===== config.mk =====
export PLATFORM = sky130hd
export DESIGN_NAME = seq_scan_ctrl
export DESIGN_NICKNAME = d
export VERILOG_FILES = /design/src/rtl/seq_pkg.sv /design/src/rtl/seq1011_core.sv /design/src/rtl/seq_scan_ctrl.sv
export SDC_FILE = /design/constraint.sdc
export NUM_CORES = 1
export LEC_CHECK = 0
export ABC_AREA = 0
export ABC_CLOCK_PERIOD_IN_PS = 2400
export CAP_MARGIN = 20
export CORE_MARGIN = 4
export CORE_UTILIZATION = 45
export DETAILED_ROUTE_END_ITERATION = 8
export GPL_TIMING_DRIVEN = 0
export PLACE_DENSITY_LB_ADDON = 0.25
export SYNTH_ARGS = -nofsm -noshare
export SYNTH_HDL_FRONTEND = slang
export SYNTH_SLANG_ARGS = --single-unit

===== constraint.sdc =====
create_clock -name clk -period 2.4 [get_ports clk]
set_input_delay 0.48 -clock clk [delete_from_list [all_inputs] [get_ports clk]]
set_output_delay 0.48 -clock clk [all_outputs]
set_load 0.01 [all_outputs]

===== src/rtl/seq_pkg.sv =====
// seq_pkg
// Shared types and constants for the word-level "1011" scan controller.
//   scan_state_e : controller FSM encoding (IDLE / SHIFT / REPORT)
//   det_state_e  : Mealy detector encoding (s0 / s1 / s2 / s3)
//   PATTERN      : the bit sequence the detector recognises, first bit in [3]
package seq_pkg;

    typedef enum logic [1:0] {
        ST_IDLE   = 2'd0,
        ST_SHIFT  = 2'd1,
        ST_REPORT = 2'd2
    } scan_state_e;

    typedef enum logic [1:0] {
        DET_S0 = 2'd0,  // nothing matched
        DET_S1 = 2'd1,  // seen "1"
        DET_S2 = 2'd2,  // seen "10"
        DET_S3 = 2'd3   // seen "101"
    } det_state_e;

    localparam logic [3:0] PATTERN = 4'b1011;

endpackage


===== src/rtl/seq1011_core.sv =====
// seq1011_core
// Overlapping Mealy detector for the serial pattern "1011".
// Ports:
//   clk   : rising-edge clock
//   rst_n : asynchronous active-low reset, returns the detector to s0
//   clr   : synchronous clear to s0, wins over en
//   en    : advance the detector by one bit
//   din   : serial input bit
//   dout  : combinational match flag, high in the cycle the final '1' arrives
module seq1011_core
    import seq_pkg::*;
(
    input  logic clk,
    input  logic rst_n,
    input  logic clr,
    input  logic en,
    input  logic din,
    output logic dout
);

    det_state_e state_q;
    det_state_e state_d;

    always_comb begin
        state_d = state_q;
        case (state_q)
            DET_S0:  state_d = din ? DET_S1 : DET_S0;
            DET_S1:  state_d = din ? DET_S1 : DET_S2;
            DET_S2:  state_d = din ? DET_S3 : DET_S0;
            // A completed match leaves a trailing '1' that starts the next one.
            DET_S3:  state_d = din ? DET_S1 : DET_S2;
            default: state_d = DET_S0;
        endcase
    end

    assign dout = en && (state_q == DET_S3) && (din == PATTERN[0]);

    always_ff @(posedge clk or negedge rst_n) begin
        if (!rst_n) begin
            state_q <= DET_S0;
        end else if (clr) begin
            state_q <= DET_S0;
        end else if (en) begin
            state_q <= state_d;
        end
    end

endmodule


===== src/rtl/seq_scan_ctrl.sv =====
// seq_scan_ctrl
// Accepts a parallel word, feeds it MSB first into the "1011" detector one bit
// per cycle, and reports the number of matches and a per-bit hit map.
// Ports:
//   clk, rst_n              : clock, asynchronous active-low reset
//   in_valid/in_ready       : word input handshake, in_data is the word
//   carry_en                : 1 keeps detector state from the previous word
//   out_valid/out_ready     : result handshake
//   out_count, out_hit_map  : matches in the word, bit i set if in_data[i]
//                             completed a match
//   busy                    : high while a word is being scanned or reported
//   dbg_state               : current controller FSM state
//
// Handshakes: a transfer happens on a rising edge where valid && ready are
// both high. in_ready is high only in IDLE; out_valid is high only in REPORT
// and the result stays stable until the transfer. Valid is ignored while
// ready is low.
module seq_scan_ctrl
    import seq_pkg::*;
#(
    parameter int WIDTH = 8,
    parameter int CNT_W = $clog2(WIDTH + 1)
) (
    input  logic             clk,
    input  logic             rst_n,
    input  logic             in_valid,
    output logic             in_ready,
    input  logic [WIDTH-1:0] in_data,
    input  logic             carry_en,
    output logic             out_valid,
    input  logic             out_ready,
    output logic [CNT_W-1:0] out_count,
    output logic [WIDTH-1:0] out_hit_map,
    output logic             busy,
    output logic [1:0]       dbg_state
);

    localparam int IDX_W = $clog2(WIDTH);

    localparam logic [1:0] IDLE   = ST_IDLE;
    localparam logic [1:0] SHIFT  = ST_SHIFT;
    localparam logic [1:0] REPORT = ST_REPORT;

    localparam logic [IDX_W-1:0] IDX_TOP   = IDX_W'(WIDTH - 1);
    localparam logic [CNT_W-1:0] COUNT_MAX = {CNT_W{1'b1}};

    logic [1:0]       state;
    logic [WIDTH-1:0] word_q;
    logic [IDX_W-1:0] idx;
    logic [CNT_W-1:0] count_q;
    logic [WIDTH-1:0] hit_q;

    logic accept;
    logic det_clr;
    logic det_en;
    logic det_din;
    logic det_dout;

    assign accept  = (state == IDLE) && in_valid;
    // The clear lands on the acceptance edge, so it can never meet a shift.
    assign det_clr = accept && !carry_en;
    assign det_en  = (state == SHIFT);
    assign det_din = word_q[idx];

    seq1011_core u_core (
        .clk  (clk),
        .rst_n(rst_n),
        .clr  (det_clr),
        .en   (det_en),
        .din  (det_din),
        .dout (det_dout)
    );

    always_ff @(posedge clk or negedge rst_n) begin
        if (!rst_n) begin
            state   <= IDLE;
            word_q  <= '0;
            idx     <= '0;
            count_q <= '0;
            hit_q   <= '0;
        end else begin
            case (state)
                IDLE: begin
                    if (in_valid) begin
                        word_q  <= in_data;
                        idx     <= IDX_TOP;
                        count_q <= '0;
                        hit_q   <= '0;
                        state   <= SHIFT;
                    end
                end
                SHIFT: begin
                    if (det_dout) begin
                        if (count_q != COUNT_MAX) begin
                            count_q <= count_q + CNT_W'(1);
                        end
                        hit_q[idx] <= 1'b1;
                    end
                    if (idx == '0) begin
                        state <= REPORT;
                    end else begin
                        idx <= idx - IDX_W'(1);
                    end
                end
                REPORT: begin
                    if (out_ready) begin
                        state <= IDLE;
                    end
                end
                default: state <= IDLE;
            endcase
        end
    end

    assign in_ready    = (state == IDLE);
    assign out_valid   = (state == REPORT);
    assign busy        = (state == SHIFT) || (state == REPORT);
    assign out_count   = count_q;
    assign out_hit_map = hit_q;
    assign dbg_state   = state;

endmodule


==> results_dict.tcl <==
set metrics [dict create \
    yosysUniqueCellTypes 29 \
    r2r_cells 8 \
    synth-seq-cells 27 \
    vdd_ir_drop_max_mv 0.540 \
    max_freq_mhz 458 \
    ioPinCount 30 \
    numCtsBuffers 3 \
    grt_overflow 0 \
    grt_pass1_wl_mm 5.20 \
    htree_num_levels 1 \
    drc 0 \
    fin_crit_sh_pct 91.0 \
    max_cap_violations 0 \
    antenna_cells 0 \
    critical_path.max_fanout 5 \
    holdBufCountCts 0 \
    power_density_nw_per_um2 1060 \
    drt_iter0_drc 66 \
    vias 1103 \
    cp.arrival_ns 1.70 \
    die_w_um 64.8 \
    grt_pass1_vias 1150 \
    fin_crit_ns 2.18 \
    dp_hpwl_mm 2.31 \
    core_um2 3080 \
    path_cells "inv_1 -> ha_1 -> clkdlybuf4s50_1" \
    cts_buffer_depth 2 \
    antenna_found_initial 0 \
    avgSynthCellArea_um2 11.0 \
    core.rowCount 20 \
    leakage_nw 0.781 \
    postCtsSetupBuffers 0 \
    gp_congestion 0.736 \
    dieArea_um2 4200 \
    start_util_pct 47.2 \
    clock_sinks 27 \
    root_buffer "clkbuf_4" \
    yosysSeqAreaShare_pct 46.5 \
    hold_class "reg2reg" \
    worst_pin_slew_ns 0.687 \
    hold_viol_final 0 \
    syn_area_um2 1450 \
    whs_path_depth 1 \
    final_cell_mix "clkdlybuf4s50_1, dfrtp_1, mux2_2" \
    die_h_um 64.8 \
    whs_ns 0.506 \
    syn-instance-count 132 \
    end_kind "primary output" \
    setup_slack_ns 0.217 \
    rsz0062_at_grt "no" \
    slew_viol_final 0 \
    dr.pass1.iters 4 \
    start_kind "register" \
    path_class "reg2out" \
    clk_latency_ns 0.33 \
    syn_to_final_growth_pct 25.9 \
    crit_slowest_cell "clkdlybuf4s50_1" \
    grt_usage_pct 15.8 \
    relSlewSlack_pct 54.0 \
    viasPerCell 5.28 \
    place_ws_ns 0.204 \
    wl_per_cell_um 14.0 \
    grt_max_degree 15 \
    setup_viol 0 \
    postCtsResizedCells 0 \
    dp.cells 205 \
    skew_ns 0.0194 \
    antenna_left 0 \
    drive_above_1_share_pct 16.4 \
    ys.warnings.count 0 \
    status "finished clean" \
    required_ns 1.92 \
    cts_tree "built" \
    fin_cells 209 \
    wirelength_mm 2.92 \
    syn-num-nets 153 \
    critPathMaxStageDelay_ns 0.54 \
    totalNegativeSetupSlack_ns 0 \
    clk_pin_slew_ns 0.15 \
    port_buffers 28 \
    finalNetCount 187 \
    final_common_cell "clkdlybuf4s50_1" \
]
registers in the layout (all words and copies together), names as in the netlist:
signal	cells
out_hit_map	8
idx	3
word_q	8
dbg_state	2
u_core.state_q	2
out_count	4
cell type report:
type / count / area, um^2
inverter: 8 / 30.0
buffer: 6 / 48.8
multi-input combinational: 91 / 698
timing repair buffer: 29 / 295
tap: 44 / 55.1
clock buffer: 4 / 26.3
sequential: 27 / 676
fill: 268 / 1250
synth_stat cells (all sizes together):
library cell,n,share of area (%)
dfrtp,27,47
mux2,12,9.3
nor3,9,3.4
ha,8,6.9
inv,8,2.1
o21a,8,4.1
o21ai,7,2.4
buf,6,3.4
nor2,6,1.6
nand2,5,1.3
nand3,5,1.7
mux2i,4,2.8
nand2b,4,1.7
o211ai,4,2.1
a21oi,3,1.0
nor2b,3,1.3
nor4,2,0.86
or4,2,1.0
a211oi,1,0.52
a21o,1,0.60
a22o,1,0.60
nand4,1,0.43
nor3b,1,0.86
o22ai,1,0.86
o311ai,1,0.60
o31ai,1,1.5
o41ai,1,0.60
path summary, 6_finish.rpt:
| kind | from | end | slack (ns) |
|---|---|---|---|
| min | out_hit_map[5] | out_hit_map[5] | 0.51 |
| max in group asynchronous | rst_n | out_hit_map[4] | 1.30 |
| max | dbg_state[0] | busy | 0.22 |
| max reg2reg | dbg_state[0] | out_count[3] | 0.24 |
| min reg2reg | out_hit_map[5] | out_hit_map[5] | 0.51 |
| min in group asynchronous | rst_n | out_count[2] | 0.54 |
worst max-delay path: cells and delay by family (launching register included):
| family | cells | cell delay [ns] |
|---|---|---|
| adders and majority gates | 1 | 0.29 |
| buffers and inverters | 2 | 0.64 |
| DFF | 1 | 0.45 |
logic make-up (layout without fill, tap and decap cells):
family / after synthesis / in the layout / synth area share (%)
buffers and inverters: 14 / 47 / 5.43
AOI/OAI and AO/OA: 29 / 29 / 14.9
muxes: 16 / 16 / 12.1
adders and majority gates: 8 / 8 / 6.89
DFF: 27 / 27 / 46.5
and+or+nand+nor: 38 / 38 / 14.2
power by group:
part / internal, mW / total [mW] / leakage, nW / switching, mW
clock: 0.0650 / 0.195 / 0.0150 / 0.130
combinational: 0.504 / 1.03 / 0.424 / 0.527
sequential: 0.603 / 0.708 / 0.342 / 0.106
total: 1.17 / 1.93 / 0.781 / 0.763
metal layers:
layer	GRT usage (%)	part of all wire [%]	vias up
li1	-	-	544
met4	3.96	0.79	0
met5	0	0	-
met3	2.77	3.4	4
met1	18.2	41	533
met2	29.8	55	22
per-stage QoR:
step	power [mW]	cell area [um^2]	utilization (%)
6_report	1.93	1830	59.4
4_1_cts	1.95	1830	59.4
3_3_place_gp	1.70	1790	58.1
5_1_grt	2.10	1830	59.4
3_5_place_dp	1.76	1800	58.6
2_1_floorplan	1.42	1450	-
Note: power is estimated with default switching activity, not from simulation.
